<file path="src/rtl/mem_stage_sb.sv">
// Memory-access stage with a posted store buffer between execute and writeback.
// Stores retire into a small FIFO and drain in the background. Loads wait for same-word stores to drain first.
module mem_stage_sb #(
  parameter int XLEN     = 32,
  parameter int SB_DEPTH = 4,
  parameter int IID_W    = 64
) (
  input  logic                        clk,
  input  logic                        rst_n,
  input  logic                        in_valid,
  input  logic [IID_W-1:0]            in_inst_id,
  input  logic [1:0]                  in_mem_op,
  input  logic [1:0]                  in_mem_size,
  input  logic                        in_fence,
  input  logic [XLEN-1:0]             in_addr,
  input  logic [XLEN-1:0]             in_wdata,
  output logic                        stall,
  output logic                        wb_valid,
  output logic [IID_W-1:0]            wb_inst_id,
  output logic [XLEN-1:0]             wb_rdata,
  output logic                        dreq_valid,
  input  logic                        dreq_ready,
  output logic                        dreq_wen,
  output logic [XLEN-1:0]             dreq_addr,
  output logic [XLEN-1:0]             dreq_wdata,
  output logic [1:0]                  dreq_size,
  input  logic                        dresp_valid,
  input  logic [XLEN-1:0]             dresp_rdata,
  output logic [$clog2(SB_DEPTH):0]   sb_count,
  output logic                        sb_empty
);

  // state     | meaning
  // S_IDLE    | pick next transaction, loads before buffered stores
  // S_LD_REQ  | load request on the bus
  // S_LD_RESP | waiting for load data
  // S_ST_REQ  | head store entry on the bus
  localparam logic [1:0] S_IDLE    = 2'd0;
  localparam logic [1:0] S_LD_REQ  = 2'd1;
  localparam logic [1:0] S_LD_RESP = 2'd2;
  localparam logic [1:0] S_ST_REQ  = 2'd3;

  localparam int PW  = $clog2(SB_DEPTH);
  localparam int CW  = PW + 1;
  localparam int OFS = $clog2(XLEN / 8);

  logic [XLEN-1:0]  r_sb_addr [SB_DEPTH];
  logic [XLEN-1:0]  r_sb_data [SB_DEPTH];
  logic [1:0]       r_sb_size [SB_DEPTH];
  logic [PW-1:0]    r_wr_ptr;
  logic [PW-1:0]    r_rd_ptr;
  logic [CW-1:0]    r_count;
  logic [1:0]       r_state;
  logic [1:0]       w_state_nxt;
  logic             r_done;
  logic [IID_W-1:0] r_done_id;
  logic [XLEN-1:0]  r_ld_addr;
  logic [1:0]       r_ld_size;
  logic             r_ld_signed;
  logic [IID_W-1:0] r_ld_id;
  logic             r_wb_valid;
  logic [IID_W-1:0] r_wb_id;
  logic [XLEN-1:0]  r_wb_rdata;

  logic             w_done;
  logic             w_is_st;
  logic             w_is_ld;
  logic             w_full;
  logic             w_sb_empty;
  logic             w_fence_hold;
  logic             w_push;
  logic             w_pop;
  logic             w_issue_ld;
  logic             w_capture;
  logic             w_conflict;
  logic [PW-1:0]    w_rel;
  logic [XLEN-1:0]  w_mask;
  logic             w_sbit;
  logic [XLEN-1:0]  w_ext;

  // The done flag only applies while the same instruction id is still presented.
  assign w_done       = r_done && (r_done_id == in_inst_id);
  assign w_is_st      = in_valid && (in_mem_op == 2'd1) && !w_done;
  assign w_is_ld      = in_valid && in_mem_op[1] && !w_done;
  assign w_full       = (r_count == CW'(SB_DEPTH));
  assign w_sb_empty   = (r_count == '0) && (r_state != S_ST_REQ);
  assign w_fence_hold = in_valid && in_fence && !w_sb_empty;
  assign w_push       = w_is_st && !w_full && !w_fence_hold;
  assign w_pop        = (r_state == S_ST_REQ) && dreq_ready;
  assign w_issue_ld   = (r_state == S_IDLE) && w_is_ld && !w_conflict;
  assign w_capture    = (r_state == S_LD_RESP) && dresp_valid;

  assign stall = w_is_ld || (w_is_st && w_full) || w_fence_hold;

  always_comb begin
    w_conflict = 1'b0;
    w_rel      = '0;
    for (int i = 0; i < SB_DEPTH; i++) begin
      w_rel = PW'(i) - r_rd_ptr;
      if (({1'b0, w_rel} < r_count) &&
          (r_sb_addr[i][XLEN-1:OFS] == in_addr[XLEN-1:OFS]))
        w_conflict = 1'b1;
    end
  end

  always_comb begin
    w_state_nxt = r_state;
    case (r_state)
      S_IDLE: begin
        if (w_is_ld && !w_conflict) w_state_nxt = S_LD_REQ;
        else if (r_count != '0)     w_state_nxt = S_ST_REQ;
      end
      S_LD_REQ:  if (dreq_ready)  w_state_nxt = S_LD_RESP;
      S_LD_RESP: if (dresp_valid) w_state_nxt = S_IDLE;
      S_ST_REQ:  if (dreq_ready)  w_state_nxt = S_IDLE;
      default:                    w_state_nxt = S_IDLE;
    endcase
  end

  // Mask-and-fill extension; a full-width mask makes the access a pass-through.
  always_comb begin
    w_mask = '1;
    w_sbit = 1'b0;
    case (r_ld_size)
      2'd0: begin w_mask = XLEN'(8'hFF);         w_sbit = dresp_rdata[7];  end
      2'd1: begin w_mask = XLEN'(16'hFFFF);      w_sbit = dresp_rdata[15]; end
      2'd2: begin w_mask = XLEN'(32'hFFFF_FFFF); w_sbit = dresp_rdata[31]; end
      default: begin w_mask = '1;                w_sbit = 1'b0;            end
    endcase
    w_ext = (dresp_rdata & w_mask) | ((r_ld_signed && w_sbit) ? ~w_mask : '0);
  end

  always_ff @(posedge clk) begin
    if (w_push) begin
      r_sb_addr[r_wr_ptr] <= in_addr;
      r_sb_data[r_wr_ptr] <= in_wdata;
      r_sb_size[r_wr_ptr] <= in_mem_size;
    end
  end

  always_ff @(posedge clk or negedge rst_n) begin
    if (!rst_n) begin
      r_state     <= S_IDLE;
      r_wr_ptr    <= '0;
      r_rd_ptr    <= '0;
      r_count     <= '0;
      r_done      <= 1'b0;
      r_done_id   <= '0;
      r_ld_addr   <= '0;
      r_ld_size   <= '0;
      r_ld_signed <= 1'b0;
      r_ld_id     <= '0;
      r_wb_valid  <= 1'b0;
      r_wb_id     <= '0;
      r_wb_rdata  <= '0;
    end else begin
      r_state <= w_state_nxt;
      if (w_push) r_wr_ptr <= r_wr_ptr + PW'(1);
      if (w_pop)  r_rd_ptr <= r_rd_ptr + PW'(1);
      case ({w_push, w_pop})
        2'b10:   r_count <= r_count + CW'(1);
        2'b01:   r_count <= r_count - CW'(1);
        default: r_count <= r_count;
      endcase
      if (w_issue_ld) begin
        r_ld_addr   <= in_addr;
        r_ld_size   <= in_mem_size;
        r_ld_signed <= (in_mem_op == 2'd2);
        r_ld_id     <= in_inst_id;
      end
      if (w_capture) begin
        r_wb_rdata <= w_ext;
        r_done     <= 1'b1;
        r_done_id  <= r_ld_id;
      end else if (w_push) begin
        r_done     <= 1'b1;
        r_done_id  <= in_inst_id;
      end
      r_wb_valid <= in_valid && !stall;
      r_wb_id    <= in_inst_id;
    end
  end

  assign dreq_valid = (r_state == S_LD_REQ) || (r_state == S_ST_REQ);
  assign dreq_wen   = (r_state == S_ST_REQ);
  assign dreq_addr  = dreq_wen ? r_sb_addr[r_rd_ptr] : r_ld_addr;
  assign dreq_wdata = dreq_wen ? r_sb_data[r_rd_ptr] : '0;
  assign dreq_size  = dreq_wen ? r_sb_size[r_rd_ptr] : r_ld_size;

  assign wb_valid   = r_wb_valid;
  assign wb_inst_id = r_wb_id;
  assign wb_rdata   = r_wb_rdata;
  assign sb_count   = r_count;
  assign sb_empty   = w_sb_empty;

endmodule
</file>
<file path="config.mk">
export PLATFORM = sky130hd
export DESIGN_NAME = mem_stage_sb
export DESIGN_NICKNAME = d
export VERILOG_FILES = /design/src/rtl/mem_stage_sb.sv
export SDC_FILE = /design/constraint.sdc
export NUM_CORES = 1
export LEC_CHECK = 0
export BUFFER_PORTS_ARGS = -buffer_cell sky130_fd_sc_hd__buf_2
export CAP_MARGIN = 20
export CORE_MARGIN = 5
export CORE_UTILIZATION = 45
export CTS_CLUSTER_SIZE = 16
export DETAILED_ROUTE_END_ITERATION = 10
export GPL_ROUTABILITY_DRIVEN = 0
export GPL_TIMING_DRIVEN = 0
export PLACE_DENSITY = 0.62
export SYNTH_ARGS = -nofsm -noshare
export SYNTH_HDL_FRONTEND = slang
export SYNTH_SLANG_ARGS = --single-unit
</file>
<file path="constraint.sdc">
create_clock -name clk -period 7 [get_ports clk]
set_input_delay 1.75 -clock clk [delete_from_list [all_inputs] [get_ports clk]]
set_output_delay 1.75 -clock clk [all_outputs]
set_load 0.05 [all_outputs]
</file>
==> results of run 1 <==
[power by group]
| group | internal (mW) | total (mW) | switching [mW] |
|---|---|---|---|
| sequential | 3.95 | 4.33 | 0.381 |
| combinational | 1.69 | 4.72 | 3.04 |
| clock | 1.85 | 3.11 | 1.25 |
| total | 7.49 | 12.2 | 4.67 |
[per-stage QoR]
stage               worst slack (ns)  instances
global route                   1.249       2861
floorplan                      1.831       1719
detailed placement             1.282       2752
global placement              -1.067       2746
finish                         1.334       2864
CTS                            1.268       2857
[final timing paths]
path	end	slack (ns)	cells past startpoint
max reg2reg	r_ld_signed	2.65	13
min reg2reg	r_done_id[0]	0.46	1
min	r_done_id[0]	0.46	1
min in group asynchronous	r_ld_id[32]	1.15	1
max in group asynchronous	wb_rdata[0]	4.83	2
max	stall	1.33	8
[layout make-up]
class                   instances  area, um^2
clock inverters                25       329.1
diodes                          7       17.52
well taps                     688       860.8
clock buffers                  80        1604
fillers                      4391       23920
plain buffers                 134       695.7
multi-input cells            1027        8165
inverters                      24       90.09
flip-flops and latches        534       14680
repair buffers                345        1872
[cell usage after synthesis, types with 32 or more instances]
cell type,number,area share
clkbuf_1,100,0.016
nand2_1,273,0.043
nor3_1,60,0.013
xor2_1,55,0.020
a211o_1,64,0.024
and2_1,32,0.0085
dfrtp_1,270,0.29
mux4_2,66,0.063
xnor2_1,121,0.045
a21oi_1,89,0.019
mux2_4,90,0.057
edfxtp_1,264,0.34
[state kept, by name, summed over array words and instances, names as in the netlist, 8 cells and up]
signal      count
r_sb_size       8
r_done_id      64
wb_rdata       32
wb_inst_id     64
r_sb_data     128
r_ld_id        64
r_sb_addr     128
r_ld_addr      32
[kinds of logic after synthesis]
family                   share of synthesized area
XOR/XNOR                                   0.06528
buffers and inverters                      0.03327
AND/OR/NAND/NOR                            0.09161
multiplexers                                0.1249
AO/OA/AOI/OAI                              0.05754
flip-flops                                  0.6218
adder cells (fa/ha/maj)                   0.005616
[metal layers]
metal | up-vias | global-route usage | routed length [um]
li1 | 7007 | - | -
met1 | 7915 | 0.3091 | 27420
met2 | 487 | 0.3763 | 32720
met3 | 120 | 0.04684 | 4093
met4 | 10 | 0.06778 | 1857
met5 | - | 0 | 53
==> flow_metrics.tcl, run 1 <==
set metrics [dict create \
    status "finished clean" \
    syn-num-nets 1899 \
    grt_overflow 0 \
    dp_hpwl_um 46180 \
    fin_area_um2 28320 \
    rows 84 \
    wire_per_inst_um 23.09 \
    cp-end-kind "primary output" \
    path_class "in -> out" \
    initial_core_util 0.4521 \
    fmax_ghz 0.1765 \
    ctsHoldBuffers 0 \
    syn_area_per_cell_um2 13.74 \
    crit_path_cell_trace "buf_2, xnor2_1, nand4_1, nor4_1, nand4_1, o32ai_1, a21boi_0, buf_2" \
    die_area_um2 57160 \
    drive_above_1_share 0.2840 \
    ys_seq_elements 534 \
    grt_use_total 0.2282 \
    layout_commonest_cell "buf_2" \
    power_density_nw_per_um2 429.4 \
    cts_buffers 57 \
    power_leakage_nw 12.19 \
    crit_path_start_kind "input pin" \
    postCtsSetupRepairBufs 0 \
    finalCritPeriodShare 0.8094 \
    p_total_mw 12.16 \
    port_buffers 339 \
    whs_ns 0.4617 \
    ys_seq_area_frac 0.6218 \
    grt_pass1_wl_um 99830 \
    min_from "r_ld_id[0]" \
    path_buf_inv 2 \
    vias_per_cell 5.426 \
    worstMarginPinSlew_ns 1.039 \
    fin_setup_tns_ns 0 \
    fin_skew_ns 0.04560 \
    ios 340 \
    crit_family "simple AND/OR/NAND/NOR gates" \
    max_stage_delay_ns 0.40 \
    antenna_found_initial 12 \
    reg2reg_from "r_rd_ptr[0]" \
    grt_max_degree 106 \
    cp_max_fo 4 \
    max-slew-margin-rel 0.3073 \
    clkTransAtPathRegs_ns 0.07 \
    hold_path_class "reg -> reg" \
    cts_tree "yes" \
    place_area_um2 26370 \
    synth.distinct_cells 52 \
    antenna_left 0 \
    cts_max_level 2 \
    detailedRoute.firstIterationViolations 1399 \
    cts.sinks 534 \
    yosysWarnings 0 \
    synth_edf_count 264 \
    worstPathArrival_ns 3.92 \
    final_net_count 2303 \
    cts_root_buf "clkbuf_16" \
    post_cts_resized 0 \
    vias 15540 \
    maxSlewViolCount 0 \
    worst_path_max_delay_cell "o32ai_1" \
    hold_violations 0 \
    die_width_um 239.1 \
    setup_viol 0 \
    rsz0062_at_grt "no" \
    ys.flop_type "dfrtp_1" \
    grt_pass1_vias 16020 \
    syn_area_um2 23620 \
    clockBufferDepth 3 \
    cp.required_ns 5.25 \
    crit_start "in_inst_id[1]" \
    synth_cells 1719 \
    die_h_um 239.1 \
    insertion_delay_ns 0.64 \
    drc 0 \
    layout_common_cells "346 x buf_2, 273 x nand2_1, 270 x dfrtp_1" \
    core_area_um2 52240 \
    drt_pass1_iterations 5 \
    utilization 0.5421 \
    max-cap-violations 0 \
    period_needed_ns 5.666 \
    routed_wl_um 66140 \
    ys_async_sr_fraction 0.5056 \
    synthToLayoutAreaGrowth_pct 19.92 \
    vdd_drop_max_mv 0.2487 \
]
Note: power is estimated with default switching activity, not from simulation.
==> inputs of run 2 (changes only) <==
- PLACE_DENSITY: 0.62 -> 0.65
- clock period: 7 -> 5.15 ns (I/O delays scaled with it)
==> run 2 against run 1 <==
Combinational power is 36% higher. Total power rose by 36%. Flip-flop and latch count is the same. Setup slack worse by 1.0 ns. Critical path type is now reg -> out. Cell area about the same. Sequential power grew 36%. Final cell count is essentially flat. Wire length down 0.14%. First-iteration DRC count is 6.9% higher. Count of clock-buffer cells in the layout is 3 lower.
==> flow_metrics.tcl, run 2 (synthesized netlist as in run 1, its figures left out) <==
set metrics [dict create \
    cp-end-kind "primary output" \
    antenna_left 0 \
    vdd_drop_max_mv 0.5165 \
    hold_path_class "reg -> reg" \
    swShare 0.3850 \
    fmax_ghz 0.2059 \
    drc 0 \
    insertion_delay_ns 0.61 \
    cp.required_ns 3.86 \
    crit_start "r_rd_ptr[1]" \
    final_net_count 2304 \
    grt_pass1_vias 16180 \
    comb_power_share 0.389 \
    fin_skew_ns 0.02532 \
    ctsHoldBuffers 0 \
    initial_core_util 0.4521 \
    ios 340 \
    cp_max_fo 10 \
    reg2reg_from "r_rd_ptr[0]" \
    cts_tree "yes" \
    power_density_nw_per_um2 583.8 \
    layout_commonest_cell "buf_2" \
    clockPowerShare 0.255 \
    layout_common_cells "346 x buf_2, 273 x nand2_1, 270 x dfrtp_1" \
    r2r_setup_slack_ns 0.90 \
    cts.sinks 534 \
    core_area_um2 52240 \
    maxSlewViolCount 0 \
    fin_cells 2866 \
    detailedRoute.firstIterationViolations 1495 \
    worstPathArrival_ns 3.57 \
    routed_wl_um 66050 \
    period_needed_ns 4.857 \
    grt_pass1_wl_um 100300 \
    multi_input_area_um2 8165 \
    synthToLayoutAreaGrowth_pct 19.99 \
    cts_max_level 2 \
    grt_max_degree 101 \
    cts_buffers 57 \
    endpoint "dreq_addr[24]" \
    r2r_end "r_ld_id[3]" \
    fillers 4340 \
    regArea_um2 14680 \
    crit_path_start_kind "flop" \
    reg_top3 "r_sb_addr x128, r_sb_data x128" \
    postCtsSetupRepairBufs 0 \
    power_leakage_nw 12.20 \
    grt_use_total 0.2284 \
    dpl.cell_count 2752 \
    vias_per_cell 5.449 \
    die_width_um 239.1 \
    power.switching_mw 6.369 \
    wire_per_inst_um 23.05 \
    rows 84 \
    status "finished clean" \
    path_class "reg -> out" \
    p_int_mw 10.17 \
    antenna_found_initial 10 \
    rsz0062_at_grt "no" \
    clockBufferDepth 3 \
    drive_above_1_share 0.2882 \
    die_h_um 239.1 \
    setup_viol 0 \
    worstMarginPinSlew_ns 0.9758 \
    cts_root_buf "clkbuf_16" \
    dp_hpwl_um 46040 \
    grt_overflow 0 \
    p_seq_frac 0.356 \
    max-slew-margin-rel 0.3495 \
    reg2reg_depth 13 \
    p_total_mw 16.54 \
    hold_violations 0 \
    die_area_um2 57160 \
    port_buffers 339 \
    vias 15620 \
    finalCritPeriodShare 0.9430 \
    clkTransAtPathRegs_ns 0.06 \
    max-cap-violations 0 \
    drt_pass1_iterations 6 \
]
[run 2: worst min-delay path by stage]
stage | endpoint | slack, ns | start | cells after the start
2_1_floorplan | r_done | 0.43 | r_done | 1
3_3_place_gp | r_done | 0.45 | r_done | 1
3_5_place_dp | wb_rdata[5] | 0.46 | wb_rdata[5] | 2
4_1_cts | wb_rdata[5] | 0.48 | wb_rdata[5] | 2
5_1_grt | wb_rdata[7] | 0.50 | wb_rdata[7] | 2
6_report | wb_rdata[5] | 0.47 | wb_rdata[5] | 2
[run 2: layer usage]
layer  GRT usage  vias up  routed length [um]
met5           0        -                  46
met4     0.06951        8                1842
met3     0.05007      104                5056
met2      0.3756      595               32120
met1      0.3075     7897               26990
li1            -     7012                   -
[run 2: metrics by stage]
step	setup WS (ns)	hold WS, ns	instance area, um^2	TNS, ns	utilization
floorplan	0.8224	0.4321	23620	0	-
global placement	-2.358	0.4526	26170	-997.12	0.5011
detailed placement	0.3666	0.4598	26370	0	0.5048
CTS	0.03886	0.4765	28310	0	0.5419
global route	0.05841	0.5003	28320	0	0.5422
finish	0.2933	0.4696	28330	0	0.5424
[run 2: worst max-delay path, cell delays in order, from the launching register on]
cell      delay, ns
dfrtp_1        0.36
clkbuf_1       0.29
clkbuf_1       0.63
buf_1          0.79
mux4_2         0.37
nand2_1        0.06
nand2_1        0.16
buf_2          0.29
[run 2: timing repair]
item	CTS	global route
gates resized for setup	1	2
endpoints found under the hold margin	0	0
endpoints found under the setup margin	4	10
[run 2: final cells by class]
type	count	area share
inverter	24	0.003179
timing repair buffer	346	0.06646
clock buffer	77	0.05696
buffer	134	0.02464
clock inverter	30	0.01144
tap	688	0.03038
sequential	534	0.5182
antenna	6	0.0005299
multi-input combinational	1027	0.2882
[run 2: power groups by stage]
stage               clock [mW]  sequential [mW]  combinational, mW
floorplan                    0             6.36               4.19
global placement             0             5.91               6.36
detailed placement           0             5.94               6.47
CTS                       4.30             5.88               6.49
global route              4.48             5.98               6.90
finish                    4.22             5.89               6.44
==> inputs of run 3 (changes only) <==
- BUFFER_PORTS_ARGS: -buffer_cell sky130_fd_sc_hd__buf_2 -> -buffer_cell sky130_fd_sc_hd__buf_4
- HOLD_SLACK_MARGIN: not set -> 0.15
- clock period: 5.15 -> 4.4 ns (I/O delays scaled with it)
==> run 3 against run 2 <==
The flow now finishes with violations (setup timing). Sequential power grew 17%. Clock skew increased by 0.0068 ns. Count of clock-buffer cells in the layout is 3 lower. Cell area grew 3.5%. Largest cell class unchanged. Largest power group unchanged.
==> flow_metrics.tcl, run 3 (synthesized netlist as in run 1, its figures left out) <==
set metrics [dict create \
    status "complete, but fails checks" \
    violations "setup timing" \
    finalCritPeriodShare 1.009 \
    power_leakage_nw 12.52 \
    hold_violations 0 \
    hold_path_class "in -> async" \
    grt_pass1_wl_um 99900 \
    rows 84 \
    routed_wl_um 66280 \
    initial_core_util 0.4521 \
    grt_use_total 0.2276 \
    vias_per_cell 5.440 \
    fmax_ghz 0.2252 \
    port_buffers 339 \
    p_total_mw 19.94 \
    cts_max_level 2 \
    antenna_left 0 \
    rsz0062_at_grt "no" \
    drc 0 \
    cts_tree "yes" \
    insertion_delay_ns 0.62 \
    synthToLayoutAreaGrowth_pct 24.13 \
    max-cap-violations 0 \
    ios 340 \
    final_net_count 2304 \
    detailedRoute.firstIterationViolations 1205 \
    die_width_um 239.1 \
    crit_path_start_kind "input pin" \
    dpl.cell_count 2752 \
    dp_hpwl_um 46830 \
    clkTransAtPathRegs_ns 0.06 \
    vias 15580 \
    fillers 4202 \
    worstMarginPinSlew_ns 0.9316 \
    cp-end-kind "primary output" \
    whs_ns 0.4460 \
    setup_viol 1 \
    regArea_um2 14680 \
    cts_buffers 57 \
    period_needed_ns 4.440 \
    maxSlewViolCount 0 \
    reg_top3 "r_sb_addr x128, r_sb_data x128" \
    antenna_found_initial 4 \
    fin_area_um2 29310 \
    fin_skew_ns 0.03210 \
    path_class "in -> out" \
    die_area_um2 57160 \
    core_area_um2 52240 \
    cp.required_ns 3.30 \
    cts_root_buf "clkbuf_16" \
    power_density_nw_per_um2 680.4 \
    postCtsSetupRepairBufs 0 \
    vdd_drop_max_mv 0.4356 \
    wire_per_inst_um 23.15 \
    die_h_um 239.1 \
    worstPathArrival_ns 3.34 \
    cts.sinks 534 \
    fin_cells 2863 \
    grt_max_degree 107 \
    cp_max_fo 4 \
    drive_above_1_share 0.2956 \
    drt_pass1_iterations 5 \
    max-slew-margin-rel 0.3776 \
    place_area_um2 27210 \
    grt_overflow 0 \
    grt_pass1_vias 16160 \
    layout_common_cells "339 x buf_4, 272 x nand2_1, 270 x dfrtp_1" \
    ctsHoldBuffers 0 \
    layout_commonest_cell "buf_4" \
    setup_ws_ns -0.03995 \
    multi_input_area_um2 8190 \
    clockBufferDepth 3 \
]
-- run 3: changes by cell type in the layout (fill, tap and decap cells not counted), sizes merged --
cell           change
inv                +2
buf                -3
clkdlybuf4s15      +2
diode              -3
clkbuf             -2
bufinv             +1
-- run 3: final timing paths --
check / slack (ns) / startpoint / depth (start not counted) / end
max: -0.04 / in_inst_id[7] / 8 / stall
min: 0.45 / rst_n / 1 / r_ld_id[34]
max reg2reg: 0.51 / r_rd_ptr[0] / 13 / r_ld_signed
min reg2reg: 0.47 / r_ld_id[63] / 1 / r_done_id[63]
max in group asynchronous: 2.94 / rst_n / 2 / r_ld_addr[2]
min in group clk: 0.47 / r_ld_id[63] / 1 / r_done_id[63]
-- run 3: final cells by class --
class	instances	share of cell area
Antenna cell	3	0.0002561
Buffer	134	0.02459
Clock buffer	74	0.05570
Clock inverter	33	0.01345
Inverter	24	0.003073
Multi-Input combinational cell	1027	0.2794
Sequential cell	534	0.5009
Tap cell	688	0.02937
Timing Repair Buffer	346	0.09322
-- run 3: power by group --
part / total [mW] / switching (mW) / internal (mW)
Sequential: 6.90 / 0.609 / 6.29
Clock: 5.10 / 2.05 / 3.04
Combinational: 7.95 / 4.87 / 3.08
Total: 19.9 / 7.54 / 12.4
-- run 3: worst max-delay path, stage by stage --
cell      delay (ns)
buf_4           0.13
xnor2_1         0.49
nand4_1         0.17
nor4_1          0.27
nand4_1         0.32
o32ai_2         0.45
a21boi_0        0.15
buf_4           0.24
-- run 3: metrics by stage --
stage                     utilization  setup slack, ns  setup TNS [ns]
final                          0.5612         -0.03995        -0.03995
after global routing           0.5611        0.0001290               0
after CTS                      0.5605         0.006619               0
after detailed placement       0.5210          -0.1150         -0.2751
after global placement         0.5173           -2.008         -544.56
after floorplan                     -           0.2599               0
-- run 3: routing by layer --
layer / global-route usage / wire [um] / vias up
met1: 0.3055 / 26980 / 7927
met4: 0.07436 / 2086 / 2
met3: 0.04488 / 4690 / 112
met5: 0 / 11 / -
met2: 0.3764 / 32510 / 533
li1: - / - / 7002
-- run 3: repair_timing --
action,in CTS,in global routing
pin swaps,0,1
endpoints found under the setup margin,108,7
hold endpoints to repair,0,0
resized for setup,13,5
